$ cat src/rtl/delay_timer_bank.sv
// -----------------------------------------------------------------------------
// delay_timer_bank
//
// Bank of independent millisecond delay timers for the maze game loop
// (movement debounce, animation step pacing, periodic game ticks). Each
// channel is armed with a millisecond count and pulses `expired` when the
// delay has elapsed. Channels can be one-shot or auto-reloading, and can
// be cancelled at any time.
//
// Ports
//   clk       in   system clock, rising edge
//   rst_n     in   asynchronous active-low reset
//   set       in   [CHANNELS]            per-channel arm request
//   ms        in   [CHANNELS*MS_WIDTH]   per-channel delay, channel i at [i*MS_WIDTH +: MS_WIDTH]
//   periodic  in   [CHANNELS]            mode latched on arm, 1 = auto-reload
//   cancel    in   [CHANNELS]            per-channel abort
//   free      out  [CHANNELS]            channel idle and ready to arm
//   expired   out  [CHANNELS]            one-cycle pulse on delay completion
//   busy_any  out                        any channel running
//
// Optional build macro
//   DELAY_TIMER_RETRIGGER_EN : set while running restarts the channel
//   (ms==0 while running acts as cancel plus one expired pulse).
//   Undefined: set while running is ignored.
//
// Per-channel FSM
//   state  | meaning
//   -------+---------------------------------------------
//   S_IDLE | channel free, waiting for set
//   S_RUN  | counting down rem (ms) / sub (ticks in ms)
// -----------------------------------------------------------------------------
module delay_timer_bank #(
    parameter int CHANNELS     = 4,
    parameter int MS_WIDTH     = 8,
    parameter int TICKS_PER_MS = 2000,
    parameter int TICK_WIDTH   = 14
) (
    input  logic                         clk,
    input  logic                         rst_n,
    input  logic [CHANNELS-1:0]          set,
    input  logic [CHANNELS*MS_WIDTH-1:0] ms,
    input  logic [CHANNELS-1:0]          periodic,
    input  logic [CHANNELS-1:0]          cancel,
    output logic [CHANNELS-1:0]          free,
    output logic [CHANNELS-1:0]          expired,
    output logic                         busy_any
);

    localparam logic [0:0] S_IDLE = 1'b0;
    localparam logic [0:0] S_RUN  = 1'b1;

    localparam logic [TICK_WIDTH-1:0] SUB_RELOAD = TICK_WIDTH'(TICKS_PER_MS - 1);
    localparam logic [MS_WIDTH-1:0]   MS_ONE     = MS_WIDTH'(1);

    for (genvar i = 0; i < CHANNELS; i++) begin : g_ch
        logic [0:0]            state_q, state_d;
        logic [MS_WIDTH-1:0]   rem_q, rem_d;
        logic [TICK_WIDTH-1:0] sub_q, sub_d;
        logic [MS_WIDTH-1:0]   ms_lat_q, ms_lat_d;
        logic                  per_lat_q, per_lat_d;
        logic                  exp_q, exp_d;
        logic [MS_WIDTH-1:0]   ms_ch;
        logic                  ms_nonzero;

        assign ms_ch      = ms[i*MS_WIDTH +: MS_WIDTH];
        assign ms_nonzero = (ms_ch != '0);

        always_comb begin
            state_d   = state_q;
            rem_d     = rem_q;
            sub_d     = sub_q;
            ms_lat_d  = ms_lat_q;
            per_lat_d = per_lat_q;
            exp_d     = 1'b0;

            case (state_q)
                S_IDLE: begin
                    if (!cancel[i] && set[i]) begin
                        if (ms_nonzero) begin
                            state_d   = S_RUN;
                            rem_d     = ms_ch;
                            sub_d     = SUB_RELOAD;
                            ms_lat_d  = ms_ch;
                            per_lat_d = periodic[i];
                        end else begin
                            // zero-length delay: report completion without running
                            exp_d = 1'b1;
                        end
                    end
                end
                default: begin
                    if (cancel[i]) begin
                        state_d = S_IDLE;
`ifdef DELAY_TIMER_RETRIGGER_EN
                    end else if (set[i]) begin
                        // retrigger outranks expiry on the same edge
                        if (ms_nonzero) begin
                            rem_d     = ms_ch;
                            sub_d     = SUB_RELOAD;
                            ms_lat_d  = ms_ch;
                            per_lat_d = periodic[i];
                        end else begin
                            state_d = S_IDLE;
                            exp_d   = 1'b1;
                        end
`endif
                    end else if (sub_q != '0) begin
                        sub_d = sub_q - 1'b1;
                    end else if (rem_q > MS_ONE) begin
                        rem_d = rem_q - 1'b1;
                        sub_d = SUB_RELOAD;
                    end else begin
                        exp_d = 1'b1;
                        if (per_lat_q) begin
                            // reload from the latched value so the period never drifts
                            rem_d = ms_lat_q;
                            sub_d = SUB_RELOAD;
                        end else begin
                            state_d = S_IDLE;
                        end
                    end
                end
            endcase
        end

        always_ff @(posedge clk or negedge rst_n) begin
            if (!rst_n) begin
                state_q   <= S_IDLE;
                rem_q     <= '0;
                sub_q     <= '0;
                ms_lat_q  <= '0;
                per_lat_q <= 1'b0;
                exp_q     <= 1'b0;
            end else begin
                state_q   <= state_d;
                rem_q     <= rem_d;
                sub_q     <= sub_d;
                ms_lat_q  <= ms_lat_d;
                per_lat_q <= per_lat_d;
                exp_q     <= exp_d;
            end
        end

        assign free[i]    = (state_q == S_IDLE);
        assign expired[i] = exp_q;
    end

    assign busy_any = ~&free;

endmodule

$ cat config.mk
export PLATFORM = sky130hd
export DESIGN_NAME = delay_timer_bank
export DESIGN_NICKNAME = d
export VERILOG_FILES = /design/src/rtl/delay_timer_bank.sv
export SDC_FILE = /design/constraint.sdc
export NUM_CORES = 1
export LEC_CHECK = 0
export CELL_PAD_IN_SITES_DETAIL_PLACEMENT = 1
export CELL_PAD_IN_SITES_GLOBAL_PLACEMENT = 2
export CORE_MARGIN = 2
export CORE_UTILIZATION = 41
export DETAILED_ROUTE_END_ITERATION = 10
export MAX_ROUTING_LAYER = met4
export PLACE_DENSITY_LB_ADDON = 0.2
export SLEW_MARGIN = 30
export SYNTH_ARGS = -nofsm -noshare
export SYNTH_HDL_FRONTEND = slang
export SYNTH_SLANG_ARGS = --single-unit
$ cat constraint.sdc
create_clock -name clk -period 6.25 [get_ports clk]
set_input_delay 0.625 -clock clk [delete_from_list [all_inputs] [get_ports clk]]
set_output_delay 0.625 -clock clk [all_outputs]
set_load 0.05 [all_outputs]
**Word-level counts from Yosys, hierarchy flattened**

Cells that the tools add are included.

- Equal/unequal tests: 16
- Order comparisons: 4
- Mux-type cells: 108
- Reductions and logical operators: 38
- Add/subtract/negate cells: 8
- Bitwise operators: 4

Operator list:

| operator | count |
|---|---|
| $mux 14 | 28 |
| $mux 8 | 28 |
| $reduce_bool 14->1 | 4 |
| $sub 14x1->14 const B | 4 |
| $mux 1 | 52 |
| $gt 8x1->1 const B | 4 |
| $reduce_bool 8->1 | 4 |
| $sub 8x1->8 const B | 4 |
| $reduce_and 4->1 | 5 |
| $reduce_and 5->1 | 4 |
| $ne 2x2->1 const B | 8 |
| $ne 4x1->1 const B | 4 |
| $reduce_bool 2->1 | 8 |
| $ne 3x1->1 const B | 4 |
| $reduce_and 3->1 | 4 |
| $logic_not 1->1 | 5 |
| $logic_and 1x1->1 | 4 |
| $not 1->1 | 4 |

- Output and inout port bits: 9
- Bits in registers: 132
- Word-level logic and storage cells: 202
- Input bits: 46

**Depth between registers and ports, before layout**

- Word-level depth: 5
- Gate-level depth with buffers: 10

**Least setup slack after synthesis**

Ideal clock, no wire load.

- Path kind: reg-to-output
- Start: reg g_ch[1].state_q
- End: out busy_any
- Required time: 5.625 ns
- Stages on the path, launching flop included: 5
- Arrival: 2.037 ns
- Setup slack: 3.588 ns
- Buffers on the path: 2
- Path through: dfrtp_1 buf_1 inv_1 clkbuf_1 nand4_1

- Cells in the longest elaborated chain, start to end: 3

Ends and longest elaborated chain:

| what | line | source |
|---|---|---|
| start: declaration | 56 | `logic [0:0] state_q, state_d;` |
| start signal: assignment | 135 | `state_q <= state_d;` |
| $not 1->1 (no source line) | - |  |
| named net free[1] | 44 | `output logic [CHANNELS-1:0] free,` |
| $reduce_and 4->1 | 148 | `assign busy_any = ~&free;` |
| $logic_not 1->1 | 148 |  |
| end: declaration | 46 | `output logic busy_any` |

The timed path passes the listed nets, and every way through them passes these cells.

**Worst setup path in the final report**

- Start: reg g_ch[0].state_q
- End: out busy_any

- Cells in the longest elaborated chain, start to end: 3

Ends and longest elaborated chain:

| what | line |
|---|---|
| start: declaration | 56 |
| start signal: assignment | 135 |
| $not 1->1 (no source line) | - |
| $reduce_and 4->1 | 148 |
| $logic_not 1->1 | 148 |

No other way between the ends.

==> impl_results.md <==
- Outcome: completed
- Worst-margin pin slew: 0.815 ns
- Post-synthesis sequential area ratio: 0.445
- Biggest cell delay along the critical path: just under 0.9 ns
- Power Density: approximately 310 nW/µm²
- Post-synth ARST share: 1.00
- GRT Util Overall: 0.218
- Met1 Resource Use GR: 0.275
- Maximum clock rate: just under 0.3 GHz
- Reg2reg end: g_ch[2].sub_q[2]
- Post-DRT Antenna Nets: 0
- Resized cells post-CTS: 0
- Initial core utilization: 0.416
- Reg2reg setup slack: approximately 3.1 ns
- Worst setup path class: reg -> out
- CP endpoint kind: output port
- CP delay by family, top: buffers and inverters
- Peak supply drop: approximately 0.20 mV
- Synthesized cell area: roughly 7400 µm²
- Setup violators final: 0
- DP HPWL: about 13000 µm
- Die height: between 100 and 150 µm
- Post-synthesis cell count: roughly 760
- Num CTS Buffers: 17
- Initial antenna violation count: 0
- Port bufs: 54
- Row count: a little under 50
- Ys Warns: 0
- Largest net degree at the start of global routing: between 70 and 80
- Cells on worst reg2reg path: 8
- Buf/Inv on CP: 2
- Min Tclk post-route: 3.44 ns
- FF/Latch Area: 3300 µm²
- Placed cells: a little over 1000
- CTS sink count: 132
- Clock Latency Late Sink: 0.42 ns
- Max_cap viols: 0
- Hold Path Class: in -> async
- Cts hold-fix bufs: 0
- Via density: 5.62
- Layout Cells excl Fill: 1050
- GPL Wtd Cong: approximately 0.79
- CP cell instances: clkinv_1, nand4_1, clkdlybuf4s50_1
- Clk slew on worst S/H paths: about 0.06 ns
- Routed wire length: just under 20000 µm
- GR Overflow Total: 0
- Synth top area cells: dfrtp_1, mux2_2, xnor2_1
- Die X: 139 µm
- First-pass GRT wire length: approximately 34000 µm
- Fillers: about 2000
- Synth area leader: dfrtp_1
- GR peak layer: met2
- Ports: between 50 and 60
- EDFF count, synth: 0
- Prevailing post-synth register cell: dfrtp_1
- Post-CTS Setup Bufs: 0
- Arr. time, crit path: about 2.8 ns
- Tcrit/Tclk final: 0.550
- Rel. slew slack: 0.452
- Iteration-0 DRC Markers: 269
- CTS H-tree depth: 4
- Crit-path slowest cell: clkdlybuf4s50_1
- FF+latch count, synth: 132
- Drt drc: 0
- Share of cells above drive strength 1: 0.138
- DR pass1 iterations: 7
- Final Core Density: 0.492
- Cell variety after synth: between 70 and 80
- Top-area cell type share of the netlist area: 0.445
- Leakage power: ~3.4 nW
- Syn Area/Cell: roughly 10 µm²
- ANT cells: 0
- Slew Viols, Final: 0
- Worst-path fanout max: 16
- Total number of vias: a little under 6000
- Clock tree buffer depth: 2
- Setup TNS: 0 ns
- Setup crit start kind: flip-flop
- Die ar.: between 15000 and 20000 µm²
- RR Startpoint: g_ch[2].sub_q[0]
- Layout net count: 866
- Core area: 17800 µm²
- Final hold vios: 0
- Mapped Nets: 822
- Area of the multi-input gates: roughly 3800 µm²
- RSZ-0062 raised after global routing: false
- Met2 Use GR: 0.365
- Clock tree from TritonCTS: done
- Routed wire per std cell: approximately 18 µm
- Clk root buf: clkbuf_16
- Vias in the first global route: 6466
- Clk_skew: 0.0116 ns
- CP required: 5.62 ns
- Area delta synth->final: 18.2%
- Hold WS: around 0.23 ns
- Grt met3 use: 0.0411
[through the flow]
| step | area [µm²] | power (mW) | worst slack [ns] |
|---|---|---|---|
| finish | 8780 | 2.76 | 2.81 |
| global route | 8780 | 2.91 | 2.68 |
| CTS | 8780 | 2.79 | 2.83 |
| detailed placement | 8130 | 1.67 | 2.89 |
| global placement | 8130 | 1.64 | 2.81 |
| floorplan | 7430 | 1.48 | 3.59 |
[synthesized netlist by cell type, drive strengths merged (6+ instances only)]
master,number
nor3,27
or4,14
nand3b,6
nand4,8
xor2,8
nand3,9
o21ai,42
nor4,31
ha,12
mux2i,13
o22ai,6
nor2,75
nand2,72
a211oi,10
a21oi,34
xnor2,44
buf,15
or3,19
inv,32
clkbuf,19
a31oi,7
a21o,7
mux2,41
dfrtp,132
[state kept, by name, indices dropped and copies added, names as in the netlist]
name,cells
g_ch.ms_lat_q,32
g_ch.rem_q,32
g_ch.state_q,4
g_ch.per_lat_q,4
g_ch.sub_q,56
g_ch.exp_q,4
[cell usage in the layout, fill, tap and decap left out, drive strengths merged, types with 7 or more instances in the layout]
| master | synthesis | final |
|---|---|---|
| a21o | 7 | 7 |
| or3 | 19 | 19 |
| or4 | 14 | 14 |
| dfrtp | 132 | 132 |
| mux2i | 13 | 13 |
| o21ai | 42 | 42 |
| a211oi | 10 | 10 |
| clkdlybuf4s50 | 0 | 53 |
| xnor2 | 44 | 44 |
| a21oi | 34 | 34 |
| nand4 | 8 | 8 |
| mux2 | 41 | 41 |
| nor4 | 31 | 31 |
| nor3 | 27 | 27 |
| nand2 | 72 | 72 |
| inv | 32 | 32 |
| nand3 | 9 | 9 |
| ha | 12 | 12 |
| clkbuf | 19 | 24 |
| xor2 | 8 | 8 |
| a31oi | 7 | 7 |
| nor2 | 75 | 75 |
[layer usage]
metal,share of wire,up-vias
met5,0,-
met4,0.011,0
met3,0.026,14
met2,0.50,83
met1,0.46,2955
li1,-,2854
[worst register-to-register path, delay by kind of cell (launching register included)]
kind | cells | cell delay (ns)
flip-flops | 1 | 0.41
buffers and inverters | 1 | 0.08
adder cells (fa/ha/maj) | 1 | 0.21
AND/OR/NAND/NOR | 4 | 2.04
AO/OA/AOI/OAI | 2 | 0.29
[worst max path at each step]
| stage | start | to | slack [ns] | cells past startpoint |
|---|---|---|---|---|
| 6_report | g_ch[0].state_q | busy_any | 2.81 | 3 |
| 5_1_grt | g_ch[0].state_q | busy_any | 2.68 | 3 |
| 3_5_place_dp | ms[20] | g_ch[2].rem_q[6] | 2.89 | 7 |
| 3_3_place_gp | ms[30] | g_ch[3].rem_q[4] | 2.81 | 6 |
| 2_1_floorplan | g_ch[1].state_q | busy_any | 3.59 | 4 |
| 4_1_cts | g_ch[0].state_q | busy_any | 2.83 | 3 |
[area by class of cell]
cell class | instances | area share
inverters | 34 | 0.0145
flip-flops and latches | 132 | 0.376
multi-input cells | 564 | 0.437
well taps | 229 | 0.0326
clock inverters | 8 | 0.0165
clock buffers | 24 | 0.0571
repair buffers | 59 | 0.0660
[kinds of logic (layout without fill, tap and decap cells)]
group | count (synthesis) | count (layout) | share of synthesized area
muxes | 54 | 54 | 0.0817
xor gates and xnor gates | 52 | 52 | 0.0613
adders and majority gates | 12 | 12 | 0.0202
buffers and inverters | 68 | 125 | 0.0416
and+or+nand+nor | 289 | 289 | 0.208
AOI/OAI and AO/OA | 157 | 157 | 0.143
DFF | 132 | 132 | 0.445
[power breakdown]
part           internal (mW)  switching, mW
combinational          0.257          0.295
clock                  0.720          0.379
sequential             0.977          0.132
total                   1.95          0.806
Power figures use the tool's default switching activity.
